## config.mk

```make
export PLATFORM = sky130hd
export DESIGN_NAME = mem_sram_bridge
export DESIGN_NICKNAME = d
export VERILOG_FILES = /design/src/rtl/mem_sram_bridge_pkg.sv /design/src/rtl/mem_size_enc.sv /design/src/rtl/mem_sram_bridge.sv
export SDC_FILE = /design/constraint.sdc
export NUM_CORES = 1
export LEC_CHECK = 0
export ABC_CLOCK_PERIOD_IN_PS = 3100
export BUFFER_PORTS_ARGS = -buffer_cell sky130_fd_sc_hd__buf_2
export CAP_MARGIN = 30
export CELL_PAD_IN_SITES_DETAIL_PLACEMENT = 1
export CELL_PAD_IN_SITES_GLOBAL_PLACEMENT = 1
export CORE_MARGIN = 3
export CORE_UTILIZATION = 32
export DETAILED_ROUTE_END_ITERATION = 7
export HOLD_SLACK_MARGIN = 0.05
export PLACE_DENSITY_LB_ADDON = 0.1
export SYNTH_ARGS = -nofsm -noshare
export SYNTH_HDL_FRONTEND = slang
export SYNTH_SLANG_ARGS = --single-unit
```

## constraint.sdc

```tcl
create_clock -name clk -period 3.1 [get_ports clk]
set_clock_uncertainty 0.15 [all_clocks]
set_input_delay 0.62 -clock clk [delete_from_list [all_inputs] [get_ports clk]]
set_output_delay 0.62 -clock clk [all_outputs]
set_load 0.03 [all_outputs]
```

## src/rtl/mem_sram_bridge_pkg.sv

```systemverilog
// mem_sram_bridge_pkg
//   Shared definitions for the CPU-to-SRAM-like bus bridges:
//   - bridge_state_t : FSM state encoding (IDLE / REQ / WAIT / DRAIN)
//   - SZ_*           : bus_size codes (log2 of bytes per transfer)
//   - DATA_W_*       : legal data-path widths and helpers
package mem_sram_bridge_pkg;

  typedef enum logic [1:0] {
    ST_IDLE  = 2'd0,
    ST_REQ   = 2'd1,
    ST_WAIT  = 2'd2,
    ST_DRAIN = 2'd3
  } bridge_state_t;

  localparam logic [1:0] SZ_BYTE  = 2'd0;
  localparam logic [1:0] SZ_HALF  = 2'd1;
  localparam logic [1:0] SZ_WORD  = 2'd2;
  localparam logic [1:0] SZ_DWORD = 2'd3;

  localparam int DATA_W_32 = 32;
  localparam int DATA_W_64 = 64;

  function automatic logic data_w_legal(input int w);
    return (w == DATA_W_32) || (w == DATA_W_64);
  endfunction

  // Size code used for reads and for irregular strobe patterns.
  function automatic logic [1:0] full_size(input int w);
    return (w == DATA_W_64) ? SZ_DWORD : SZ_WORD;
  endfunction

endpackage

```

## src/rtl/mem_size_enc.sv

```systemverilog
// mem_size_enc
//   Purely combinational strobe -> bus_size encoder, shared by the data-side
//   and instruction-side bridges.
//   Ports:
//     i_strb [STRB_W-1:0] : byte enables (all-zero means read)
//     o_size [1:0]        : log2 of bytes transferred
//   One/two/four/eight enabled bytes map to BYTE/HALF/WORD/DWORD; a read or
//   any other count uses the full bus width (strobe goes out unchanged).
module mem_size_enc
  import mem_sram_bridge_pkg::*;
#(
  parameter int DATA_W = 32
) (
  input  logic [DATA_W/8-1:0] i_strb,
  output logic [1:0]          o_size
);

  localparam int STRB_W = DATA_W / 8;

  logic [3:0] w_ones;

  always_comb begin
    w_ones = 4'd0;
    for (int i = 0; i < STRB_W; i++) begin
      w_ones = w_ones + {3'd0, i_strb[i]};
    end
  end

  always_comb begin
    o_size = full_size(DATA_W);
    case (w_ones)
      4'd1:    o_size = SZ_BYTE;
      4'd2:    o_size = SZ_HALF;
      4'd4:    o_size = SZ_WORD;
      4'd8:    o_size = SZ_DWORD;
      default: o_size = full_size(DATA_W);
    endcase
  end

endmodule

```

## src/rtl/mem_sram_bridge.sv

```systemverilog
// mem_sram_bridge
//   Converts a single-cycle CPU memory request into an SRAM-like two-phase
//   bus transaction (address handshake bus_addr_ok, then data bus_data_ok).
//   Ports:
//     clk, rst            : clock, synchronous active-low reset
//     cpu_en/wen/addr/wdata/flush : CPU request (wen==0 means read)
//     cpu_rdata           : last completed read data (registered)
//     cpu_stall           : CPU must hold its request/pipeline (combinational)
//     bus_req/wr/size/addr/wstrb/wdata : bus request, all registered
//     bus_addr_ok/data_ok/rdata        : bus responses
//   A flush after the address handshake cannot cancel the bus transfer, so
//   the bridge moves to DRAIN and silently swallows the data beat.
module mem_sram_bridge
  import mem_sram_bridge_pkg::*;
#(
  parameter int ADDR_W = 32,
  parameter int DATA_W = 32
) (
  input  logic                clk,
  input  logic                rst,
  input  logic                cpu_en,
  input  logic [DATA_W/8-1:0] cpu_wen,
  input  logic [ADDR_W-1:0]   cpu_addr,
  input  logic [DATA_W-1:0]   cpu_wdata,
  input  logic                cpu_flush,
  output logic [DATA_W-1:0]   cpu_rdata,
  output logic                cpu_stall,
  output logic                bus_req,
  output logic                bus_wr,
  output logic [1:0]          bus_size,
  output logic [ADDR_W-1:0]   bus_addr,
  output logic [DATA_W/8-1:0] bus_wstrb,
  output logic [DATA_W-1:0]   bus_wdata,
  input  logic                bus_addr_ok,
  input  logic                bus_data_ok,
  input  logic [DATA_W-1:0]   bus_rdata
);

  localparam int STRB_W = DATA_W / 8;

  bridge_state_t r_state;
  bridge_state_t w_state_next;

  logic              r_bus_req;
  logic              r_wr;
  logic [1:0]        r_size;
  logic [ADDR_W-1:0] r_addr;
  logic [STRB_W-1:0] r_wstrb;
  logic [DATA_W-1:0] r_wdata;
  logic [DATA_W-1:0] r_rdata;

  logic [1:0] w_size;
  logic       w_accept;
  logic       w_read_done;

  mem_size_enc #(
    .DATA_W (DATA_W)
  ) u_size_enc (
    .i_strb (cpu_wen),
    .o_size (w_size)
  );

  assign w_accept    = (r_state == ST_IDLE) && cpu_en && !cpu_flush;
  // Data arriving in WAIT completes the access; data_ok wins over a
  // simultaneous flush because the read has genuinely finished.
  assign w_read_done = (r_state == ST_WAIT) && bus_data_ok && !r_wr;

  // State register
  always_ff @(posedge clk) begin
    if (!rst) begin
      r_state <= ST_IDLE;
    end else begin
      r_state <= w_state_next;
    end
  end

  // Next-state logic
  always_comb begin
    w_state_next = r_state;
    case (r_state)
      ST_IDLE: begin
        if (w_accept) w_state_next = ST_REQ;
      end
      ST_REQ: begin
        if (bus_addr_ok && cpu_flush)  w_state_next = ST_DRAIN;
        else if (bus_addr_ok)          w_state_next = ST_WAIT;
        else if (cpu_flush)            w_state_next = ST_IDLE;
      end
      ST_WAIT: begin
        if (bus_data_ok)     w_state_next = ST_IDLE;
        else if (cpu_flush)  w_state_next = ST_DRAIN;
      end
      ST_DRAIN: begin
        if (bus_data_ok) w_state_next = ST_IDLE;
      end
      default: w_state_next = ST_IDLE;
    endcase
  end

  // Output logic: the CPU is released as soon as a flush is seen in WAIT,
  // but a new request must wait while an orphaned transfer drains.
  always_comb begin
    cpu_stall = 1'b0;
    case (r_state)
      ST_IDLE:  cpu_stall = cpu_en && !cpu_flush;
      ST_REQ:   cpu_stall = 1'b1;
      ST_WAIT:  cpu_stall = !cpu_flush;
      ST_DRAIN: cpu_stall = cpu_en;
      default:  cpu_stall = 1'b0;
    endcase
  end

  // Request registers only load on acceptance in IDLE, which keeps every
  // bus field stable for the whole time bus_req is high.
  always_ff @(posedge clk) begin
    if (!rst) begin
      r_bus_req <= 1'b0;
      r_wr      <= 1'b0;
      r_size    <= 2'd0;
      r_addr    <= '0;
      r_wstrb   <= '0;
      r_wdata   <= '0;
      r_rdata   <= '0;
    end else begin
      r_bus_req <= (w_state_next == ST_REQ);
      if (w_accept) begin
        r_wr    <= |cpu_wen;
        r_size  <= w_size;
        r_addr  <= cpu_addr;
        r_wstrb <= cpu_wen;
        r_wdata <= cpu_wdata;
      end
      if (w_read_done) begin
        r_rdata <= bus_rdata;
      end
    end
  end

  assign bus_req   = r_bus_req;
  assign bus_wr    = r_wr;
  assign bus_size  = r_size;
  assign bus_addr  = r_addr;
  assign bus_wstrb = r_wstrb;
  assign bus_wdata = r_wdata;
  assign cpu_rdata = r_rdata;

endmodule
```

After elaboration in Yosys (flattened, before gate mapping) --
Cells that the tools add are included.
Operators by class: add/subtract/negate cells 3, equality and inequality tests 7, multiplexer cells 10, reduce and logical (&&, ||, !) cells 10
Operators by type and width (number):
- $mux W2 | 7
- $add A4 B1 Y4 | 2
- $pmux W2 S4 | 1
- $logic_and A1 B1 Y1 | 6
- $pmux W2 S3 | 1
- $eq A2 B1 Y1 const B | 2
- $eq A2 B2 Y1 const B | 2
- $eq A4 B1 Y1 const B | 1
- $eq A4 B2 Y1 const B | 1
- $eq A4 B4 Y1 const B | 1
- $pmux W1 S4 | 1
- $reduce_or A4 Y1 | 1
- $add A1 B1 Y2 | 1
- $logic_not A1 Y1 | 2
- $logic_not A2 Y1 | 1
Word-level totals: bits in registers 106, input port bits 106

Depth between registers and ports, before layout --
Gate-level depths: netlist of run 1.
depth in word-level cells 6, mapped depth 7, mapped depth without buffers 7

Cells and area by module --
Synthesis of run 1 repeated with hierarchy kept, for this count alone.
Unflattened totals: cells, all modules 479, area, all modules 3918.8 um^2
By module, submodules not included:
- mem_sram_bridge | instances 1, cells each 468, area an instance 3832.4 um^2
- mem_size_enc | instances 1, cells each 11, area an instance 86.3 um^2

Worst setup path after synthesis of run 1 --
Ideal clock, no wire load.
path type input port to output port, start input port cpu_en, end output port cpu_stall, data arrival time 1.406 ns, slack 0.924 ns, stages on the path 2, cells stage by stage nor2_1 o31ai_1
On the way: cells in the longest elaborated chain, start to end 2
RTL lines:
- start: declaration | RTL line mem_sram_bridge.sv:21 | input logic cpu_en,
- $logic_and A1 B1 Y1 | RTL line mem_sram_bridge.sv:105 | ST_IDLE: cpu_stall = cpu_en && !cpu_flush;
- $pmux W1 S4 (*) | RTL line mem_sram_bridge.sv:104 | case (r_state)
- end: declaration | RTL line mem_sram_bridge.sv:27 | output logic cpu_stall,
Every way passes the cells marked *; elsewhere a longest branch is shown, timed or not.

Final worst setup path of run 1 --
start register r_state[1], end output port cpu_stall
On the way: cells in the longest elaborated chain, start to end 2
RTL lines:
- start: declaration | RTL line mem_sram_bridge.sv:41 | bridge_state_t r_state;
- start signal: assignment | RTL line mem_sram_bridge.sv:73 | r_state <= w_state_next;
- $eq A2 B2 Y1, or another cell as far along | RTL line mem_sram_bridge.sv:104
- $pmux W1 S4 (*) | RTL line mem_sram_bridge.sv:104
Marks and branches as above.

==> run_results.csv, run 1 <==
group,metric,value,unit
run_status,outcome,"finished, final reports clean",
grt,grt_pass1_wl,19.1,mm
finish,syn_to_final_growth,39.9,%
die,die_area,13200,sq um
synthesis,synth_cell_type_count,25,
power,design_power_total,3090,uW
finish,fillers,1469,
setup_path,startpoint_type,"flop",
grt,antenna_found_initial,0,
detailed_routing,ant_nets,0,
setup_path,crit_slowest_cell,"dfxtp_1",
synthesis,syn_area_per_cell,7.94,sq um
clocking,root_buffer,"clkbuf_16",
place,io_buffer_count,210,
grt,grt_max_degree,50,
place,place_ws,0.742,ns
timing,hold_viol,0,
power,leakagePower,0.00244,uW
clocking,cts_buffer_depth,2,
grt,grt_pass1_vias,3899,
timing,post-route-period-util,68.0,%
hold_path,hp-class,"reg2reg",
finish,insertedDiodeCount,0,
timing,rsz0062_at_grt,"no",
setup_path,slowest_delay,0.47,ns
die,rows,39,
synthesis,netlist_area,3790,sq um
flow_run,maxCapViolCount,0,
clocking,holdBufCountCts,0,
grt,grt_usage,17.9,%
setup_path,end_kind,"primary output",
timing,setup_ws,0.991,ns
die,ios,211,
setup_path,required,2.33,ns
grt,grt_overflow_total,0,
die,core_area,11500,sq um
die,start_util,32.9,%
clocking,htree_num_levels,3,
synthesis,seq_area_frac_synth,56.0,%
timing,setup_violations,0,
setup_path,cp.arrival,1.34,ns
clocking,clk-insertion-delay-late,0.34,ns
setup_path,critical_path.cell_chain,"inv_1 > o21ai_0 > o31ai_1 > buf_2",
clocking,cts_setup_buffers,0,
clocking,numCtsBuffers,9,
place,place_area,4980,sq um
die,die_width,115,microns
detailed_routing,vias_per_cell,4.68,
clocking,ctsResizeCount,0,
setup_path,path_buf_inv,2,
setup_path,cp_top_family,"flip-flops",
clocking,numClockSinks,106,
finish,layout.nets,783,
timing,period_needed,2.11,ns
synthesis,ys_warn_count,0,
setup_path,crit_type,"reg2out",
detailed_routing,drt-total-wl,12.1,mm
power,power.density,582,nW/um^2
timing,fin_setup_tns,0,ns
detailed_routing,routedWlPerCell,14.7,microns
timing,fmax,474,MHz
place,place_congestion,0.726,
setup_path,worst-path-max-fanout,8,
timing,slew_violations,0,
synthesis,synth_nets,587,
timing,whs,0.301,ns
place,hpwl,8.81,mm
detailed_routing,vias,3843,
finish,drive_gt1_share,35.3,%
power,peakVddDrop,0.000268,V
detailed_routing,firstDrtPassIters,4,
die,die_y,115,microns
synthesis,ys_ff_latch,106,
timing,tightest_slew,0.607,ns
detailed_routing,drt-initial-drc-count,164,
synthesis,netlist_instances,477,
detailed_routing,drc,0,
finish,fin_area,5300,sq um
clocking,cts_tree,"built",
clocking,clk_pin_slew,0.07,ns
timing,slew_headroom,59.4,%
==> worst register-to-register path: cells and delay by family, from the launching register on <==
kind / cells / cell delay (ns)
simple gates: 2 / 0.90
flops: 1 / 0.39
buf+inv: 1 / 0.32
compound gates: 1 / 0.16
==> metal layers <==
layer | global-route usage [%] | routed length (microns)
met1 | 21.9 | 5070
met2 | 30.3 | 5810
met3 | 5.00 | 952
met4 | 6.49 | 224
met5 | 0 | 0
==> state kept, by name, summed over array words and instances (netlist names) <==
register,count
bus_req,1
bus_wr,1
bus_wstrb,4
r_state,2
bus_addr,32
bus_size,2
cpu_rdata,32
bus_wdata,32
==> synthesized netlist by cell type <==
| cell type | count | area, sq um |
|---|---|---|
| a21oi_1 | 101 | 505 |
| a311oi_1 | 1 | 8.76 |
| and2_1 | 2 | 12.5 |
| buf_2 | 18 | 90.1 |
| buf_6 | 1 | 11.3 |
| clkbuf_1 | 16 | 60.1 |
| dfxtp_1 | 106 | 2120 |
| fa_1 | 1 | 20.0 |
| ha_1 | 3 | 37.5 |
| inv_1 | 5 | 18.8 |
| nand2_1 | 201 | 754 |
| nand2b_1 | 2 | 12.5 |
| nand3_1 | 1 | 5.00 |
| nand4bb_1 | 1 | 11.3 |
| nor2_1 | 6 | 22.5 |
| nor3_2 | 1 | 10.0 |
| nor3b_1 | 1 | 7.51 |
| nor4b_1 | 1 | 8.76 |
| nor4bb_1 | 1 | 10.0 |
| o21ai_0 | 3 | 15.0 |
| o221ai_1 | 1 | 8.76 |
| o31ai_1 | 1 | 7.51 |
| or4b_1 | 1 | 10.0 |
| xnor2_1 | 1 | 8.76 |
| xor2_1 | 1 | 8.76 |
==> placed cells by master, fill, tap and decap left out, drive strengths merged, types with 3 or more instances in the layout <==
| cell | count |
|---|---|
| nor2 | 6 |
| inv | 5 |
| ha | 3 |
| buf | 220 |
| nand2 | 201 |
| a21oi | 101 |
| dfxtp | 106 |
| clkbuf | 12 |
| o21ai | 3 |
==> final cells by class <==
class | instances | area, sq um | area share [%]
clock buffer | 12 | 246 | 4.65
clock inverter | 4 | 75.1 | 1.42
inverter | 5 | 18.8 | 0.354
multi-input combinational | 331 | 1510 | 28.4
sequential | 106 | 2120 | 40.0
tap | 143 | 179 | 3.38
timing repair buffer | 220 | 1150 | 21.7
==> stage by stage <==
step | std cells | utilization, %
floorplan | 477 | -
global placement | 805 | 43.2
detailed placement | 805 | 43.2
CTS | 821 | 46.0
global route | 821 | 46.0
finish | 821 | 46.0
==> report_power, final <==
part	switching (uW)	internal, uW
sequential	29.9	1420
combinational	269	145
clock	494	731
==> worst paths after layout <==
path,startpoint,end,slack [ns],depth (start not counted)
worst max-delay path,r_state[1]$_SDFF_PN0_,cpu_stall,0.99,4
worst min-delay path,cpu_rdata[17]$_SDFFE_PN0P_,cpu_rdata[17]$_SDFFE_PN0P_,0.30,2
worst max register to register,r_state[1]$_SDFF_PN0_,bus_req$_SDFF_PN0_,1.12,4
worst min register to register,cpu_rdata[17]$_SDFFE_PN0P_,cpu_rdata[17]$_SDFFE_PN0P_,0.30,2
==> cells by family after synthesis <==
logic type,count (synthesis),share of synthesized area [%]
simple gates,218,22.8
compound gates,107,14.4
flops,106,56.0
buf+inv,40,4.76
fa+ha+maj,4,1.52
xor+xnor,2,0.463
Note: power is estimated with default switching activity, not from simulation.
==> run 2: changes to the inputs <==
- ABC_AREA: default -> 1
- ABC_CLOCK_PERIOD_IN_PS: 3100 -> 1950
- CORE_UTILIZATION: 32 -> 30
- clock period: 3.1 -> 1.95 ns (I/O delays scaled with it)
==> run_results.csv, run 2 <==
group,metric,value,unit
place,hpwl,8.98,mm
clocking,cts_tree,"built",
synthesis,ys_warn_count,0,
finish,fillers,1591,
power,peakVddDrop,0.000401,V
detailed_routing,routedWlPerCell,14.2,microns
power,design_power_total,5300,uW
timing,hold_viol,0,
synthesis,synth_top_family_by_area,"simple AND/OR/NAND/NOR gates",
hold_path,hold_depth,3,
clocking,holdBufCountCts,0,
setup_path,cp.depth,10,
synthesis,synth_edf_count,0,
timing,slew_headroom,71.7,%
setup_path,path_buf_inv,3,
clocking,numClockSinks,106,
finish,fin_cells,861,
place,dp_cells,845,
synthesis,synth-compound-area-share,14.3,%
detailed_routing,vias,3894,
timing,setup_ws,0.175,ns
setup_path,critical_path.cell_chain,"buf_2 > inv_2 > ha_4 > fa_2 > ha_4 > inv_4 > nor3_4 > nor2_4 > nand2_1 > a21oi_1",
synthesis,synth.most_common_cell,"nor2_1",
grt,grt_max_degree,105,
setup_path,startpoint_type,"primary input",
clocking,cts_setup_buffers,0,
timing,setup_violations,0,
synthesis,synth_fa_ha_area_share,1.49,%
die,die_width,119,microns
finish,drive_gt1_share,36.9,%
setup_path,cp_top_family,"adder cells",
grt,antenna_found_initial,0,
setup_path,end_kind,"flop",
detailed_routing,drt-initial-drc-count,119,
setup_path,timing.rr.start,"r_state[0]$_SDFF_PN0_",
setup_path,required,2.04,ns
hold_path,whs_endpoint,"bus_wdata[13]$_SDFFE_PN0P_",
synthesis,synth_common_cells,"200 x nor2_1, 106 x dfxtp_1, 88 x o21ai_0",
synthesis,synth_xor_area_share,0,%
detailed_routing,vias_per_cell,4.52,
detailed_routing,ant_nets,0,
power,power.density,969,nW/um^2
detailed_routing,drt-total-wl,12.2,mm
setup_path,crit_type,"in2reg",
finish,insertedDiodeCount,0,
timing,post-route-period-util,91.0,%
finish,layout_commonest_cell,"buf_2",
synthesis,yosysTopAreaCellShare,55.0,%
synthesis,synth_area_leaders,"dfxtp_1 55%, nor2_1 19%, o21ai_0 11%, buf_6 2.6%, o21ai_1 1.9%",
synthesis,yosysTopAreaCell,"dfxtp_1",
clocking,htree_num_levels,3,
finish,seqCellArea,2120,sq um
clocking,cts_buffer_depth,2,
run_status,outcome,"finished, final reports clean",
timing,fmax,563,MHz
clocking,ctsResizeCount,0,
timing,tightest_slew,0.424,ns
setup_path,cp.arrival,1.87,ns
die,die_y,119,microns
setup_path,crit_top_cell,"ha_4",
grt,grt_usage,16.6,%
setup_path,crit_slowest_cell,"fa_2",
timing,slew_violations,0,
synthesis,async_flop_share,0,%
grt,grt_pass1_wl,19.0,mm
place,io_buffer_count,210,
setup_path,ff2ff_path_depth,5,
setup_path,rrSetupSlack,0.42,ns
grt,grt_overflow_total,0,
synthesis,synth_top_flop_cell,"dfxtp_1",
finish,syn_to_final_growth,41.9,%
hold_path,hp-class,"in2reg",
synthesis,netlist_instances,483,
grt,grt_pass1_vias,3943,
detailed_routing,drc,0,
clocking,numCtsBuffers,9,
synthesis,netlist_area,3860,sq um
setup_path,slowest_delay,0.39,ns
die,core_area,12300,sq um
timing,period_needed,1.78,ns
flow_run,maxCapViolCount,0,
synthesis,syn_area_per_cell,7.99,sq um
detailed_routing,firstDrtPassIters,4,
hold_path,min-delay-start,"cpu_wdata[13]",
power,leakagePower,0.00265,uW
place,place_ws,-0.186,ns
synthesis,seq_area_frac_synth,55.0,%
clocking,root_buffer,"clkbuf_16",
clocking,clk-insertion-delay-late,0.34,ns
finish,multi_input_area,1530,sq um
die,start_util,31.3,%
synthesis,synth_mux_area_share,0,%
synthesis,synthSimpleGateAreaFrac,23.0,%
synthesis,synth_nets,593,
die,die_area,14300,sq um
setup_path,worst-path-max-fanout,2,
synthesis,synth_cell_type_count,26,
clocking,clk_pin_slew,0.07,ns
finish,layout.nets,798,
finish,final_cell_mix,"210 x buf_2, 200 x nor2_1, 106 x dfxtp_1",
die,rows,40,
setup_path,worstReg2RegEnd,"cpu_rdata[31]$_SDFFE_PN0P_",
die,ios,211,
synthesis,ys_ff_latch,106,
timing,rsz0062_at_grt,"no",
place,place_congestion,0.755,
==> run 2: changes by cell type after synthesis, moves of 3 or more <==
cell     previous run  this run
a21oi_1           101         4
buf_2              18         3
buf_6               1         9
inv_1               5         9
inv_2               0         3
nand2_1           201        10
nor2_1              6       200
o21ai_0             3        88
o21ai_1             0        15
==> run 2: logic make-up (layout without fill, tap and decap cells) <==
kind of cell,Yosys count,count (layout)
and+or+nand+nor,221,221
AOI/OAI and AO/OA,109,109
DFF,106,106
buffers and inverters,43,253
adders and majority gates,4,4
==> run 2: power breakdown <==
| part | switching [uW] | internal (uW) | leakage (uW) | total, uW |
|---|---|---|---|---|
| clock network | 795 | 1250 | 0.000160 | 2050 |
| logic | 582 | 317 | 0.00163 | 899 |
| registers | 62.7 | 2290 | 0.000868 | 2350 |
==> run 2: worst min-delay path: cells and delay by family <==
family	cells	cell delay, ns
AOI/OAI and AO/OA	1	0.06
and+or+nand+nor	1	0.07
buffers and inverters	1	0.08
==> run 2: worst max-delay path by stage <==
stage / end / from / slack [ns]
2_1_floorplan: bus_size[1]$_SDFFE_PN0P_ / cpu_wen[1] / 0.02
6_report: bus_size[1]$_SDFFE_PN0P_ / cpu_wen[1] / 0.17
3_5_place_dp: bus_size[1]$_SDFFE_PN0P_ / cpu_wen[1] / -0.19
3_3_place_gp: bus_size[1]$_SDFFE_PN0P_ / cpu_wen[1] / -0.13
4_1_cts: cpu_stall / r_state[0]$_SDFF_PN0_ / 0.16
5_1_grt: cpu_stall / r_state[1]$_SDFF_PN0_ / 0.09
==> run 2: through the flow <==
stage	TNS [ns]	instance area, sq um	util (%)	hold WS (ns)
floorplan	0	3900	-	0.386
global placement	-0.177	5140	41.7	0.308
detailed placement	-0.280	5140	41.7	0.312
CTS	0	5480	44.5	0.120
global route	0	5480	44.5	0.134
finish	0	5480	44.5	0.130
==> run 2: layout make-up <==
| type | instances | share of cell area, % |
|---|---|---|
| tap | 168 | 3.84 |
| inverter | 12 | 0.868 |
| multi-input combinational | 334 | 28.0 |
| clock buffer | 11 | 4.25 |
| clock inverter | 5 | 1.87 |
| timing repair buffer | 225 | 22.4 |
| sequential | 106 | 38.8 |
==> run 2: layer usage <==
layer	wire, microns	GRT usage, %	up-vias
li1	-	-	1949
met1	5110	18.8	1798
met2	5920	28.4	128
met3	941	5.22	19
met4	274	7.44	0
met5	0	0	-
